### config.mk
export PLATFORM = sky130hd
export DESIGN_NAME = fifo_rd_stream
export DESIGN_NICKNAME = d
export VERILOG_FILES = /design/src/rtl/fifo_rd_stream.sv
export SDC_FILE = /design/constraint.sdc
export NUM_CORES = 1
export LEC_CHECK = 0
export ABC_CLOCK_PERIOD_IN_PS = 2000
export CORE_ASPECT_RATIO = 2
export CORE_MARGIN = 8
export CORE_UTILIZATION = 30
export CTS_CLUSTER_SIZE = 10
export DETAILED_ROUTE_END_ITERATION = 16
export PLACE_DENSITY = 0.62
export SETUP_SLACK_MARGIN = 0.02
export SLEW_MARGIN = 20
export SYNTH_ARGS = -nofsm -noshare
export SYNTH_HDL_FRONTEND = slang
export SYNTH_SLANG_ARGS = --single-unit
export TNS_END_PERCENT = 10
### constraint.sdc
create_clock -name rclk -period 2 [get_ports rclk]
set_input_delay 0.4 -clock rclk [delete_from_list [all_inputs] [get_ports rclk]]
set_output_delay 0.4 -clock rclk [all_outputs]
set_load 0.01 [all_outputs]
### src/rtl/fifo_rd_stream.sv
// rtl/fifo_rd_stream.sv - FIFO read-side drain into a 2-entry skid-buffered valid/ready stream
module fifo_rd_stream #(
  parameter int DATASIZE = 8,
  parameter int BURSTLEN = 4
) (
  input  logic                rclk,
  input  logic                rrst_n,
  input  logic                en,
  input  logic                rempty,
  input  logic [DATASIZE-1:0] rdata,
  output logic                rinc,
  output logic                m_valid,
  input  logic                m_ready,
  output logic [DATASIZE-1:0] m_data,
  output logic                m_last,
  output logic [15:0]         rd_count
);

  localparam int BW = (BURSTLEN > 1) ? $clog2(BURSTLEN) : 1;
  localparam logic [BW-1:0] LAST_BEAT = BW'(BURSTLEN - 1);

  typedef enum logic [1:0] {
    S_EMPTY = 2'd0,
    S_ONE   = 2'd1,
    S_TWO   = 2'd2
  } occ_e;

  occ_e                occ_q, occ_d;
  logic                run_q, run_d;
  logic [DATASIZE-1:0] buf0_q, buf0_d;
  logic [DATASIZE-1:0] buf1_q, buf1_d;
  logic [BW-1:0]       beat_q, beat_d;
  logic [15:0]         rd_count_q, rd_count_d;

  logic pop;
  logic accept;

  // Pop strobe depends only on registered state plus en/rempty, never on m_ready
  assign rinc     = run_q & en & ~rempty & (occ_q != S_TWO);
  assign pop      = rinc;
  assign m_valid  = (occ_q != S_EMPTY);
  assign accept   = m_valid & m_ready;
  assign m_data   = buf0_q;
  assign m_last   = m_valid & (beat_q == LAST_BEAT);
  assign rd_count = rd_count_q;

  // Next-state for occupancy FSM, skid buffer, burst beat and pop counter
  always_comb begin
    occ_d      = occ_q;
    buf0_d     = buf0_q;
    buf1_d     = buf1_q;
    beat_d     = beat_q;
    rd_count_d = rd_count_q;
    run_d      = 1'b1;

    case (occ_q)
      S_EMPTY: begin
        if (pop) begin
          buf0_d = rdata;
          occ_d  = S_ONE;
        end
      end
      S_ONE: begin
        if (pop && accept) begin
          // head leaves while the new word takes its place
          buf0_d = rdata;
        end else if (pop) begin
          buf1_d = rdata;
          occ_d  = S_TWO;
        end else if (accept) begin
          occ_d = S_EMPTY;
        end
      end
      S_TWO: begin
        // rinc is forced low here, so only the accept path exists
        if (accept) begin
          buf0_d = buf1_q;
          occ_d  = S_ONE;
        end
      end
      default: begin
        occ_d = S_EMPTY;
      end
    endcase

    if (accept) begin
      beat_d = (beat_q == LAST_BEAT) ? '0 : beat_q + BW'(1);
    end

    if (pop) begin
      rd_count_d = rd_count_q + 16'd1;
    end
  end

  // State registers; reset discards any buffered words
  always_ff @(posedge rclk or negedge rrst_n) begin
    if (!rrst_n) begin
      occ_q      <= S_EMPTY;
      run_q      <= 1'b0;
      buf0_q     <= '0;
      buf1_q     <= '0;
      beat_q     <= '0;
      rd_count_q <= 16'd0;
    end else begin
      occ_q      <= occ_d;
      run_q      <= run_d;
      buf0_q     <= buf0_d;
      buf1_q     <= buf1_d;
      beat_q     <= beat_d;
      rd_count_q <= rd_count_d;
    end
  end

endmodule
==> results of run 1 <==
routing by layer:
metal,routed length (um),vias to the layer above,GRT usage (%)
met5,0,-,0
met2,1540,35,12.8
met1,1540,554,10.2
li1,-,581,-
met4,79,0,4.65
met3,299,6,4.29
cell type report:
cell class	count	area, um^2
Clock buffer	8	136
Tap cell	61	76.3
Timing Repair Buffer	47	455
Multi-Input combinational cell	96	723
Sequential cell	37	927
Fill cell	562	3230
Inverter	5	18.8
cell usage after synthesis:
library cell / count
dfrtp_1: 37
nor2_1: 14
mux2_2: 10
nand2_1: 10
a21oi_1: 9
mux2i_1: 9
xor2_1: 9
xnor2_1: 6
inv_1: 5
buf_2: 4
nor3_2: 4
nand3_1: 3
nor3_1: 3
clkbuf_1: 2
ha_1: 2
or3_1: 2
a21o_1: 1
and2_1: 1
and2b_1: 1
and4_1: 1
conb_1: 1
nand3b_1: 1
nand3b_4: 1
nor2b_4: 1
nor4_1: 1
nor4_4: 1
o22ai_1: 1
o31ai_2: 1
or2_2: 1
or3b_2: 1
or4b_1: 1
report_power, final:
| part | internal, mW | switching [mW] |
|---|---|---|
| Clock | 0.463 | 0.272 |
| Combinational | 0.362 | 0.230 |
| Sequential | 0.927 | 0.132 |
sequential cells by signal, indices dropped and copies added, names as in the netlist:
| signal | flops |
|---|---|
| beat_q | 2 |
| buf1_q | 8 |
| m_data | 8 |
| occ_q | 2 |
| rd_count | 16 |
| run_q | 1 |
path summary, 6_finish.rpt:
check,start,slack [ns],endpoint
setup / recovery,occ_q[1],0.08,m_valid
hold / removal,rrst_n,0.08,m_data[1]
setup reg to reg,occ_q[1],0.27,rd_count[11]
hold reg to reg,rd_count[15],0.47,rd_count[15]
max in group asynchronous,rrst_n,1.72,occ_q[1]
min in group rclk,rd_count[15],0.47,rd_count[15]
logic make-up after synthesis:
kind of cell	count (synthesis)	synth area share [%]
muxes	19	12.0
xor gates and xnor gates	15	7.75
AOI/OAI and AO/OA	12	4.21
DFF	37	54.6
adders and majority gates	2	1.48
buffers and inverters	11	2.73
other	1	0.221
and+or+nand+nor	47	17.0
through the flow:
step                cell area [um^2]  std cells  util, %
CTS                             2340        254     42.0
finish                          2340        254     42.0
global placement                2200        246     39.6
global route                    2340        254     42.0
detailed placement              2200        246     39.6
floorplan                       1700        144        -
critical path, stage by stage (launching register included):
cell and delay (ns):
dfrtp_2 0.45, or2_2 0.32, clkdlybuf4s50_1 0.48
what timing repair did:
item,in CTS,in global routing
gates resized for setup,3,0
hold endpoints to repair,0,0
setup endpoints to repair,2,0
==> summary.json, run 1 <==
{
  "status": "completed",
  "cts-hold-fix-buffers": 0,
  "gp_congestion": 0.720,
  "synthesis.yosys.warnings": 0,
  "netlist-cell-type-count": 31,
  "cts_post_setup_buffers_inserted": 0,
  "clkSlewWorstSetupHoldPaths_ns": 0.05,
  "rsz0062_at_grt": "no",
  "finalMaxSlewViolations": 0,
  "num-nets-final": 207,
  "floorplan.core_area_mm2": 0.00556,
  "route.vias.total": 1176,
  "dr.pass1.iters": 4,
  "vdd.ir_drop.worst_mv": 0.651,
  "clock_insertion_delay_worst_skew_ns": 0.27,
  "cts_max_level": 2,
  "ff_latch_count_synth": 37,
  "io_buffer_count": 39,
  "floorplan.io_pins": 40,
  "detail_route.wl_per_cell_um": 13.6,
  "setup_viol_count_final": 0,
  "number_of_global_route_vias_before_repair": 1259,
  "initial_cell_density_of_the_core_pct": 30.5,
  "synth.top_cell.area_share_pct": 54.6,
  "r2r.worst_path.cells": 5,
  "tritoncts.num_buffers": 5,
  "route.antenna.remaining_nets": 0,
  "cts_root_buffer": "clkbuf_16",
  "arrival_time_of_data_at_the_critical_path_endpoint_ns": 1.52,
  "synth.net_count": 159,
  "worst-endpoint-required_ns": 1.60,
  "worst-path-max-fanout": 8,
  "post_detailed_routing_wire_length_mm": 3.45,
  "tritoncts_clock_tree": "built",
  "die-area_mm2": 0.00846,
  "power.density_cell_area_mw_per_mm2": 1020,
  "maximum_number_of_pins_on_one_net_before_global_route_repair": 38,
  "global_route_wire_length_before_repair_mm": 6.03,
  "number_of_maximum_capacitance_violations": 0,
  "fin_crit_sh_pct": 96.2,
  "gr-total-overflow": 0,
  "ctsLongestPathBuffers": 2,
  "fin_skew_ns": 0.00279,
  "netlist_instances": 144,
  "power_leakage_nw": 1.05,
  "crit_type": "reg -> out",
  "start_kind": "flip-flop",
  "drt_drc_violations_left": 0,
  "die_h_um": 122,
  "timing.final.hold_violations": 0,
  "track_usage_pct": 8.73,
  "holdWs_ns": 0.0835,
  "drive_gt1_share_pct": 18.1,
  "critical_path.endpoint_type": "output port",
  "highest_count_cells_in_the_layout_ignoring_fill_and_taps": "36 x dfrtp_1, 36 x clkdlybuf4s50_1, 14 x nor2_1",
  "layout_min_cycle_time_ns": 1.92,
  "clock.fmax_ghz": 0.520,
  "syn-cell-area_mm2": 0.00170,
  "yosysSeqAreaShare_pct": 54.6,
  "synth.largest_area_cell": "dfrtp_1",
  "yosys-top-cells-area": "dfrtp_1 55%, mux2_2 6.6%, mux2i_1 5.3%, xor2_1 4.6%, nor2_1 3.1%",
  "clock-sinks": 37,
  "fp-row-count": 39,
  "worstHoldPathType": "in -> async",
  "dr.first_iter.drc_count": 61,
  "antenna_diode_count": 0,
  "detailed_place_hpwl_mm": 2.57,
  "post_synth.cell_area_avg_um2": 11.8,
  "timing.setup.tns_ns": 0,
  "areaGrowthSynthToFinish_pct": 37.9,
  "final_critical_path_setup_slack_ns": 0.0753,
  "dp_slack_ns": -0.142,
  "die_w_um": 69.2,
  "totalPowerFinal_mw": 2.39,
  "initial_antenna_violation_count": 0,
  "route.detailed.vias_per_inst": 4.63
}
(Power assumes the default switching activity.)
==> inputs of run 2 (changes only) <==
Settings changed: PLACE_DENSITY 0.62 to unset.
==> run 2 against run 1 <==
Combinational power increased by 2%; final area increased by 2.0%; via count unchanged; critical path depth unchanged; non-clock buffer count increased by 1; largest cell class unchanged; clock-buffer cell count decreased by 3; sequential cell count unchanged; clock skew increased by 0.0011 ns; hold slack improved by 0.081 ns; clock power increased by 38%; sequential power about the same.
==> summary.json, run 2 (synthesis gave the netlist of run 1 again) <==
{
  "highest_count_cells_in_the_layout_ignoring_fill_and_taps": "37 x dfrtp_1, 36 x clkdlybuf4s50_1, 14 x nor2_1",
  "r2r.worst_path.cells": {"value": 4, "change": "-1"},
  "drt_drc_violations_left": {"value": 0, "change": "unchanged"},
  "cts_root_buffer": "clkbuf_16",
  "reg2reg_setup_slack": {"value": 0.32, "unit": "ns", "change": "+0.05 ns"},
  "detail_route.wl_per_cell": {"value": 13.9, "unit": "um", "change": "+2.6%"},
  "die_h": {"value": 122, "unit": "um", "change": "unchanged"},
  "worst-endpoint-required": {"value": 1.60, "unit": "ns", "change": "about the same"},
  "power.density_cell_area": {"value": 1120, "unit": "mW/mm^2", "change": "+9.5%"},
  "critical_path.endpoint_type": "output port",
  "initial_antenna_violation_count": {"value": 0, "change": "unchanged"},
  "global_route_wire_length_before_repair": {"value": 6.35, "unit": "mm", "change": "+5.4%"},
  "leading_cell_type_in_the_layout_fill_and_taps_excluded": "dfrtp_1",
  "crit_type": "reg -> out",
  "worst_path_cell_chain": "or2_2 -> clkdlybuf4s50_1",
  "switchingPower": {"value": 0.664, "unit": "mW", "change": "+4.7%"},
  "post_detailed_routing_wire_length": {"value": 3.55, "unit": "mm", "change": "+3.0%"},
  "cts_max_level": {"value": 2, "change": "unchanged"},
  "crit_family": "buffers and inverters",
  "clock.fmax": {"value": 0.527, "unit": "GHz", "change": "+1.5%"},
  "num-nets-final": {"value": 208, "change": "+0.48%"},
  "finish.cell_count_without_fillers": {"value": 255, "change": "+0.39%"},
  "critical_path.n_buffers_inverters": {"value": 1, "change": "unchanged"},
  "die_w": {"value": 69.2, "unit": "um", "change": "unchanged"},
  "largest_register_ff_count": {"value": 16, "change": "unchanged"},
  "fp-row-count": {"value": 39, "change": "unchanged"},
  "clock_power_share": {"value": 37.9, "unit": "%", "change": "+7.1 points"},
  "layout_min_cycle_time": {"value": 1.90, "unit": "ns", "change": "-0.0282 ns"},
  "critical_path_cell_count": {"value": 2, "change": "unchanged"},
  "worst-path-max-fanout": {"value": 5, "change": "-3"},
  "worstHoldPathType": "in -> async",
  "area_used_by_multi_input_combinational_logic": {"value": 723, "unit": "um^2", "change": "unchanged"},
  "status": "completed",
  "dr.first_iter.drc_count": {"value": 28, "change": "-54%"},
  "worstSetupStartpoint": "occ_q[0]",
  "cpMaxStageDelayCell": "clkdlybuf4s50_1",
  "worstReg2RegStart": "rd_count[3]",
  "start_kind": "flip-flop",
  "p_seq_share": {"value": 39.5, "unit": "%", "change": "-4.9 points"},
  "number_of_maximum_capacitance_violations": {"value": 0, "change": "unchanged"},
  "final.fill_count": {"value": 543, "change": "-3.4%"},
  "rsz0062_at_grt": "no",
  "initial_cell_density_of_the_core": {"value": 30.5, "unit": "%", "change": "unchanged"},
  "route.vias.total": {"value": 1176, "change": "unchanged"},
  "gr-total-overflow": {"value": 0, "change": "unchanged"},
  "number_of_global_route_vias_before_repair": {"value": 1306, "change": "+3.7%"},
  "vdd.ir_drop.worst": {"value": 0.888, "unit": "mV", "change": "+36%"},
  "areaGrowthSynthToFinish_pct": 40.7,
  "die-area": {"value": 0.00846, "unit": "mm^2", "change": "unchanged"},
  "totalPowerFinal": {"value": 2.66, "unit": "mW", "change": "+12%"},
  "track_usage": {"value": 9.20, "unit": "%", "change": "+0.48 points"},
  "fin_crit_sh": {"value": 94.8, "unit": "%", "change": "-1.4 points"},
  "antenna_diode_count": {"value": 0, "change": "unchanged"},
  "fin_skew": {"value": 0.00384, "unit": "ns", "change": "+0.00105 ns"},
  "floorplan.core_area": {"value": 0.00556, "unit": "mm^2", "change": "unchanged"},
  "p_int": {"value": 2.00, "unit": "mW", "change": "+14%"},
  "clock_insertion_delay_worst_skew": {"value": 0.28, "unit": "ns", "change": "about the same"},
  "tritoncts.num_buffers": {"value": 5, "change": "unchanged"},
  "floorplan.io_pins": {"value": 40, "change": "unchanged"},
  "power_leakage": {"value": 1.08, "unit": "nW", "change": "+3.0%"},
  "register_area": {"value": 926, "unit": "um^2", "change": "-0.13%"},
  "gp_congestion": {"value": 0.669, "change": "-7.1%"},
  "capture_point_of_the_worst_reg_to_reg_path": "rd_count[12]",
  "place_inst": {"value": 247, "change": "+0.41%"},
  "drive_gt1_share": {"value": 19.6, "unit": "%", "change": "+1.5 points"},
  "clkSlewWorstSetupHoldPaths": {"value": 0.05, "unit": "ns", "change": "about the same"},
  "maximum_number_of_pins_on_one_net_before_global_route_repair": {"value": 38, "change": "unchanged"},
  "finalMaxSlewViolations": {"value": 0, "change": "unchanged"},
  "setup_viol_count_final": {"value": 0, "change": "unchanged"},
  "route.antenna.remaining_nets": {"value": 0, "change": "unchanged"},
  "route.detailed.vias_per_inst": {"value": 4.61, "change": "-0.39%"},
  "clock-sinks": {"value": 37, "change": "unchanged"},
  "timing.setup.tns": {"value": 0, "unit": "ns", "change": "unchanged"},
  "comb_power_share": {"value": 22.5, "unit": "%", "change": "-2.3 points"},
  "critPathMaxStageDelay": {"value": 0.48, "unit": "ns", "change": "about the same"},
  "ctsLongestPathBuffers": {"value": 2, "change": "unchanged"},
  "arrival_time_of_data_at_the_critical_path_endpoint": {"value": 1.50, "unit": "ns", "change": "-0.02 ns"},
  "timing.final.hold_violations": {"value": 0, "change": "unchanged"},
  "tritoncts_clock_tree": "built",
  "dr.pass1.iters": {"value": 4, "change": "unchanged"},
  "end_point_of_the_critical_path": "m_valid",
  "detailed_place_hpwl": {"value": 2.62, "unit": "mm", "change": "+1.7%"},
  "io_buffer_count": {"value": 39, "change": "unchanged"},
  "switching_power_share_of_the_total": {"value": 24.9, "unit": "%", "change": "-1.7 points"}
}
## run 2: through the flow
| step | util, % | area [um^2] | setup slack, ns | hold slack (ns) |
|---|---|---|---|---|
| floorplan | - | 1700 | 0.368 | 0.104 |
| global placement | 39.5 | 2200 | -0.125 | 0.465 |
| detailed placement | 39.5 | 2200 | -0.129 | 0.455 |
| CTS | 42.9 | 2380 | 0.0920 | 0.187 |
| global route | 42.9 | 2380 | 0.0635 | 0.210 |
| finish | 42.9 | 2380 | 0.104 | 0.165 |
## run 2: worst reg2reg max path, stage by stage, from the launching register on
cell and delay [ns]:
dfrtp_1 0.42, nand3_1 0.17, or3_1 0.52, nor4_1 0.35, xor2_1 0.16
## run 2: repair_timing
| item | 4_1_cts | 5_1_grt |
|---|---|---|
| resized for setup | 2 | 0 |
| setup buffers | 0 | 0 |
| hold buffers | 0 | 0 |
| setup endpoints to repair | 2 | 0 |
## run 2: layer usage
layer / vias to the layer above / track usage [%] / wire (um)
met3: 6 / 3.96 / 278
met4: 0 / 4.65 / 76
met5: - / 0 / 0
met1: 549 / 10.8 / 1670
li1: 583 / - / -
met2: 38 / 14.0 / 1530
## run 2: worst min-delay path by stage
stage / cells after the start / endpoint / from / slack [ns]
6_report: 2 / beat_q[0] / rrst_n / 0.16
4_1_cts: 2 / beat_q[0] / rrst_n / 0.19
3_3_place_gp: 1 / rd_count[15] / rd_count[15] / 0.46
3_5_place_dp: 1 / rd_count[15] / rd_count[15] / 0.45
5_1_grt: 2 / beat_q[1] / rrst_n / 0.21
2_1_floorplan: 0 / beat_q[0] / rrst_n / 0.10
## run 2: layout make-up
type | count | share of cell area [%]
multi-input cells | 96 | 30.3
inverters | 5 | 0.787
well taps | 61 | 3.20
repair buffers | 48 | 18.9
flip-flops and latches | 37 | 38.8
clock buffers | 5 | 5.25
clock inverters | 3 | 2.73
## run 2: power groups by stage
stage	sequential, mW	clock (mW)	combinational [mW]
after floorplan	1.09	0	0.245
after global placement	1.06	0	0.596
after detailed placement	1.07	0	0.621
after CTS	1.06	1.03	0.620
after global routing	1.08	1.07	0.674
final	1.05	1.01	0.601
